### src/rtl/pi_rx_nibble_streamer.sv
// RX IQ output stage: buffers 48-bit IQ words and streams them
// MSB-first as nibbles, stepped by rising edges of the Pi strobe.
module pi_rx_nibble_streamer #(
  parameter int DEPTH  = 16,
  parameter int THRESH = 8
) (
  input  logic                    clk,
  input  logic                    rst,
  input  logic [47:0]             rx_tdata,
  input  logic                    rx_tvalid,
  output logic                    rx_tready,
  input  logic                    pi_rx_clk,
  output logic                    pi_rx_samples,
  output logic [3:0]              pi_rx_data,
  output logic [$clog2(DEPTH):0]  level,
  output logic [7:0]              ovf_count
);

  localparam int AW = $clog2(DEPTH);
  localparam int LW = AW + 1;
  localparam int WW = (THRESH > 1) ? $clog2(THRESH) : 1;
  localparam logic [WW-1:0] WLAST = WW'(THRESH - 1);

  typedef enum logic {
    S_WAIT,
    S_BURST
  } state_t;

  state_t state_q, state_d;

  logic [47:0]   mem [DEPTH];
  logic [AW-1:0] wp_q, wp_d;
  logic [AW-1:0] rp_q, rp_d;
  logic [LW-1:0] lvl_q, lvl_d;
  logic [7:0]    ovf_q, ovf_d;

  logic          s1_q, s2_q, s3_q;
  logic [47:0]   sh_q, sh_d;
  logic [3:0]    n_q, n_d;
  logic [WW-1:0] w_q, w_d;
  logic [3:0]    dat_q, dat_d;

  logic full;
  logic push;
  logic pop;
  logic re;

  assign full      = (lvl_q == LW'(DEPTH));
  assign rx_tready = !rst && !full;
  assign push      = rx_tvalid && rx_tready;
  assign re        = s2_q && !s3_q;

  assign pi_rx_samples = (state_q == S_BURST);
  assign pi_rx_data    = dat_q;
  assign level         = lvl_q;
  assign ovf_count     = ovf_q;

  always_comb begin
    wp_d  = wp_q;
    rp_d  = rp_q;
    lvl_d = lvl_q + LW'(push) - LW'(pop);
    ovf_d = ovf_q;
    if (push) wp_d = wp_q + AW'(1);
    if (pop)  rp_d = rp_q + AW'(1);
    if (rx_tvalid && !rx_tready && ovf_q != 8'hFF)
      ovf_d = ovf_q + 8'd1;
  end

  // The shifter holds the remaining nibbles left-aligned,
  // so the presented nibble is always the top one.
  always_comb begin
    state_d = state_q;
    sh_d    = sh_q;
    n_d     = n_q;
    w_d     = w_q;
    dat_d   = dat_q;
    pop     = 1'b0;
    unique case (state_q)
      S_WAIT: begin
        if (lvl_q >= LW'(THRESH)) begin
          pop     = 1'b1;
          sh_d    = mem[rp_q];
          n_d     = 4'd0;
          w_d     = '0;
          dat_d   = sh_d[47:44];
          state_d = S_BURST;
        end
      end
      S_BURST: begin
        if (re) begin
          if (n_q != 4'd11) begin
            n_d   = n_q + 4'd1;
            sh_d  = sh_q << 4;
            dat_d = sh_d[47:44];
          end else if (w_q != WLAST) begin
            pop   = 1'b1;
            sh_d  = mem[rp_q];
            n_d   = 4'd0;
            w_d   = w_q + WW'(1);
            dat_d = sh_d[47:44];
          end else begin
            state_d = S_WAIT;
          end
        end
      end
      default: state_d = S_WAIT;
    endcase
  end

  always_ff @(posedge clk) begin
    if (push) mem[wp_q] <= rx_tdata;
  end

  always_ff @(posedge clk) begin
    if (rst) begin
      state_q <= S_WAIT;
      wp_q    <= '0;
      rp_q    <= '0;
      lvl_q   <= '0;
      ovf_q   <= '0;
      s1_q    <= 1'b0;
      s2_q    <= 1'b0;
      s3_q    <= 1'b0;
      sh_q    <= '0;
      n_q     <= '0;
      w_q     <= '0;
      dat_q   <= '0;
    end else begin
      state_q <= state_d;
      wp_q    <= wp_d;
      rp_q    <= rp_d;
      lvl_q   <= lvl_d;
      ovf_q   <= ovf_d;
      s1_q    <= pi_rx_clk;
      s2_q    <= s1_q;
      s3_q    <= s2_q;
      sh_q    <= sh_d;
      n_q     <= n_d;
      w_q     <= w_d;
      dat_q   <= dat_d;
    end
  end

endmodule
### config.mk
export PLATFORM = sky130hd
export DESIGN_NAME = pi_rx_nibble_streamer
export DESIGN_NICKNAME = d
export VERILOG_FILES = /design/src/rtl/pi_rx_nibble_streamer.sv
export SDC_FILE = /design/constraint.sdc
export NUM_CORES = 1
export LEC_CHECK = 0
export ABC_CLOCK_PERIOD_IN_PS = 15050
export CAP_MARGIN = 20
export CORE_MARGIN = 1
export CORE_UTILIZATION = 55
export CTS_BUF_LIST = sky130_fd_sc_hd__clkbuf_2 sky130_fd_sc_hd__clkbuf_4 sky130_fd_sc_hd__clkbuf_8
export DETAILED_ROUTE_END_ITERATION = 10
export PLACE_DENSITY = 0.73
export SLEW_MARGIN = 20
export SYNTH_ARGS = -nofsm -noshare
export SYNTH_HDL_FRONTEND = slang
export SYNTH_SLANG_ARGS = --single-unit
### constraint.sdc
create_clock -name clk -period 15.05 [get_ports clk]
set_clock_uncertainty 0.2 [all_clocks]
set_input_delay 4.515 -clock clk [delete_from_list [all_inputs] [get_ports clk]]
set_output_delay 4.515 -clock clk [all_outputs]
set_load 0.02 [all_outputs]
* Word-level counts from Yosys, hierarchy flattened *
Memories as Yosys holds them, arrays and structs flattened. A register that Yosys moved wholly into a read port is not among the register bits.
Index checks and enable logic that the tools add are counted.
Widths: inputs -> output; s select.

storage, ports and cells
  bits in registers = 80
  memory bits (writable) = 768
  input port bits = 52
  output and inout bits = 19
  word-level logic and storage cells = 74
  memories = 1

memories
  memory  depth  width  rd ports  clocked after memory_dff  wr ports  RTL line  source
  mem     16     48     1         1                         1         31        logic [47:0] mem [DEPTH];

cells by class
  $add $sub $neg = 7
  order comparisons = 1
  eq/ne operators = 9
  muxes and demuxes = 32
  bitwise logic cells = 1
  reduce and logical (&&, ||, !) cells = 11

operators by type and width
  operator             number
  $mux 44              4
  $pmux 44 s2          1
  $mux 4               10
  $pmux 4 s2           2
  $add 4x1->4 const B  3
  $mux 3               4
  $add 8x1->8 const B  1
  $mux 1               8
  $ne 8x8->1 const B   1
  $pmux 3 s2           1
  $add 5x1->5          1
  $eq 5x5->1 const B   1
  $ge 5x4->1 const B   1
  $logic_and 1x1->1    5
  $sub 5x1->5          1
  $logic_not 1->1      4
  $ne 2x1->1 const B   2
  $ne 2x2->1 const B   2
  $ne 4x4->1 const B   1
  $pmux 1 s2           2
  $reduce_and 4->1     1
  $add 3x1->3 const B  1
  $ne 3x1->1 const B   1
  $ne 3x3->1 const B   1
  2 further kinds      2

* Longest topological paths before layout *
  depth in word-level cells = 7
  depth in mapped cells = 15
  gate-level depth less buffers = 13

* Least setup slack after synthesis *
OpenSTA, ideal clock, no wires.

  path type = input-to-output
  from = input rst
  to = output rx_tready
  data arrival time = 5.479 ns
  required time = 10.335 ns
  setup slack = 4.856 ns
  cell stages on the path = 4
  path buffers = 3
  cells stage by stage = clkbuf_1 -> clkbuf_1 -> buf_1 -> nor2_1

between the ends
  word-level cells in the longest chain between the ends = 2

ends and longest elaborated chain
  what                RTL line  source
  start: declaration  8         input logic rst,
  $logic_not 1->1     49        assign rx_tready = !rst && !full;
  $logic_and 1x1->1   49
  end: declaration    11        output logic rx_tready,

No other way between the ends.

* Worst setup path in the final report *
Ends and elaborated chain as after synthesis.

==> run_results.csv <==
group,metric,value,unit
routing,dr.pass1.iters,8,
placement,portBuffers,70,
grt,grt_pass1_vias,16958,
cells_and_area,area_delta_synth_final,12.67,%
timing,hold_viol_final,0,
power_and_ir_drop,p_total,5.808,mW
power_and_ir_drop,switching_share,0.2733,
synth,synth_edf_count,768,
power_and_ir_drop,p_sw,1.588,mW
routing,post_drt_via_cell_ratio,6.305,
setup_path,crit_type,"input port to output pin",
synth,yosysTopAreaCell,"edfxtp_1",
timing,layout_min_cycle_time,10.64,ns
die,rows,89,
synth,yosysTopAreaCellShare,0.6993,
outcome,status,"finished with violations",
placement,hpwlAfterDp,35540,um
setup_path,critical_path_required,10.34,ns
routing,wl_per_cell,26.28,um
synth,syn_nets,1681,
synth,ys_seq_area_frac,0.7503,
timing,relSlewSlack,0.2096,
timing,tns,0,ns
setup_path,slowest_stage,"buf_4",
die,die-area,60950,um^2
clocking,clock_path_buffers,3,
clocking,root_buffer,"clkbuf_8",
setup_path,critPathMaxStageDelay,0.71,ns
cells_and_area,final-seq-area,24750,um^2
synth,syn_avg_cell_area,20.46,um^2
grt,grt.total_usage,0.2353,
die,chipWidth,246.9,um
timing,worst_pin_slew,1.186,ns
die,die_y,246.9,um
synth,synth_area,32980,um^2
power_and_ir_drop,p_int,4.221,mW
cells_and_area,stdcell_area,37160,um^2
synth,synthCells,1612,
power_and_ir_drop,irDropWorstVdd,0.1159,mV
min_path,hold_class,"flop to flop",
flow_run,maxCapViolations,0,
setup_path,r2r_slack,10.72,ns
clocking,cts_resized,0,
timing,setup-violations-final,0,
cells_and_area,num-fill-cells,3938,
synth,synth_ff_type,"edfxtp_1",
timing,timing.final.crit_share,0.7072,
placement,placed_cells,2386,
cells_and_area,finish.utilization,0.6284,
placement,postPlaceCellArea,34560,um^2
synth,yosys_warnings,0,
routing,ant_nets,0,
setup_path,cp-start-kind,"input port",
clocking,cts.sinks,852,
routing,drt-total-wl,68990,um
routing,num_vias,16550,
grt,grt_first_pass_wirelength,104100,um
setup_path,arrival,5.93,ns
power_and_ir_drop,pwr-share-comb,0.194,
synth,ys_types,56,
clocking,cts_tree,"yes",
clocking,hold_buffers,0,
die,coreArea,59130,um^2
cells_and_area,multi_input_area,7737,um^2
power_and_ir_drop,pwr-share-clk,0.325,
grt,antenna_found_initial,3,
clocking,clk_latency,0.78,ns
setup_path,endpoint_kind,"output pin",
routing,drt-initial-drc-count,1806,
timing,drv_slew,0,
die,ioPinCount,71,
synth,ys_ff_latch,852,
setup_path,path_max_fanout,79,
cells_and_area,fin_nets,1819,
grt,grt-ovfl-total,0,
cells_and_area,fin_cells,2625,
clocking,cts-htree-levels,4,
synth,synth_async_sr_flop_share,0,
cells_and_area,drive_gt1_frac,0.2707,
placement,place_congestion,0.7581,
grt,grt_max_degree,80,
power_and_ir_drop,seq_power_share,0.480,
setup_path,cp_cell_sequence,"buf_4, nor2_1, clkdlybuf4s50_1",
routing,route.detailed.drc,12,
outcome,violations,"design-rule violations",
synth,synth_area_leaders,"edfxtp_1 (70%), mux4_2 (13%), dfxtp_1 (5.1%), mux2i_1 (1.2%), a21oi_1 (1.0%)",
power_and_ir_drop,p_leak,11.43,nW
clocking,cts_buffers,135,
clocking,post_cts_buffers,0,
die,initial_utilization,0.5578,
timing,max_freq,93.95,MHz
clocking,clk_pin_slew,0.06,ns
timing,rsz0062_at_grt,"no",
power_and_ir_drop,powerDensity,156.3,nW/um^2
## cells in the mapped netlist, types with 25 or more instances
cell type  instances
a21oi_1           68
a22o_1            25
buf_2             36
clkbuf_1          49
dfxtp_1           84
edfxtp_1         768
inv_1             32
mux2i_1           38
mux4_2           192
nand4_1           42
nor2_1            27
nor4_1            26
## area by class of cell
type,count,share of cell area
sequential,852,0.6661
timing repair buffer,107,0.02626
multi-input combinational,620,0.2082
tap,773,0.02603
antenna,1,0.00006734
clock buffer,195,0.06246
inverter,34,0.003435
clock inverter,43,0.007374
## sequential cells by signal, indices dropped and copies added (netlist names), named ones only
name / flops
level: 5
s2_q: 1
ovf_count: 8
n_q: 4
mem: 768
wp_q: 4
pi_rx_samples: 1
s3_q: 1
rp_q: 4
pi_rx_data: 4
s1_q: 1
w_q: 3
sh_q: 44
## power by group through the flow
stage | combinational [mW] | sequential, mW | clock [mW]
finish | 1.13 | 2.79 | 1.89
global route | 1.22 | 2.80 | 2.02
CTS | 1.14 | 2.79 | 1.93
detailed placement | 1.14 | 2.84 | 0
global placement | 1.11 | 2.83 | 0
floorplan | 0.881 | 2.79 | 0
## path summary, 6_finish.rpt
check / cells after the start / startpoint / endpoint
max: 3 / rst / rx_tready
min: 1 / s1_q / s2_q
max reg2reg: 6 / flop / sh_q[38]
min reg2reg: 1 / s1_q / s2_q
## through the flow
stage / setup WS [ns] / hold slack, ns
2_1_floorplan: 4.856 / 0.2138
3_3_place_gp: 4.402 / 0.2410
3_5_place_dp: 4.376 / 0.2459
4_1_cts: 4.375 / 0.2601
5_1_grt: 4.326 / 0.2735
6_report: 4.407 / 0.2571
## metal layers
layer / wire [um] / track usage
met2: 33460 / 0.3697
met3: 5807 / 0.05676
met5: 25 / 0
met1: 28470 / 0.3301
met4: 1224 / 0.06881
## logic make-up (layout without fill, tap and decap cells)
| kind of cell | after synthesis | in the layout | share of synthesized area |
|---|---|---|---|
| compound gates | 198 | 198 | 0.04871 |
| xor+xnor | 7 | 7 | 0.001859 |
| fa+ha+maj | 17 | 17 | 0.006677 |
| buf+inv | 140 | 379 | 0.02014 |
| flops | 852 | 852 | 0.7503 |
| mux | 231 | 231 | 0.1430 |
| other cells | 0 | 1 | 0 |
| simple gates | 167 | 167 | 0.02936 |
## critical path: cells and delay by family
kind / cells / cell delay (ns)
buf+inv: 2 / 1.28
simple gates: 1 / 0.12
## cells in the final DEF (no fill, tap or decap), types with 9 or more instances in the layout
master and n:
ha_1 16, clkinv_1 21, inv_1 32, a2111oi_2 20, or4_1 9, edfxtp_1 768
a221oi_1 24, nand4_1 42, clkbuf_8 137, a21oi_1 68, nor2_1 12, dfxtp_1 81
mux4_2 192, clkbuf_4 58, inv_6 9, buf_4 38, nor2_4 14, o2111a_1 18
a22o_1 25, nor4_1 26, o21ai_0 13, nand3_1 14, nand2_1 13, clkdlybuf4s50_1 69
mux2i_1 38
Note: power is estimated with default switching activity, not from simulation.
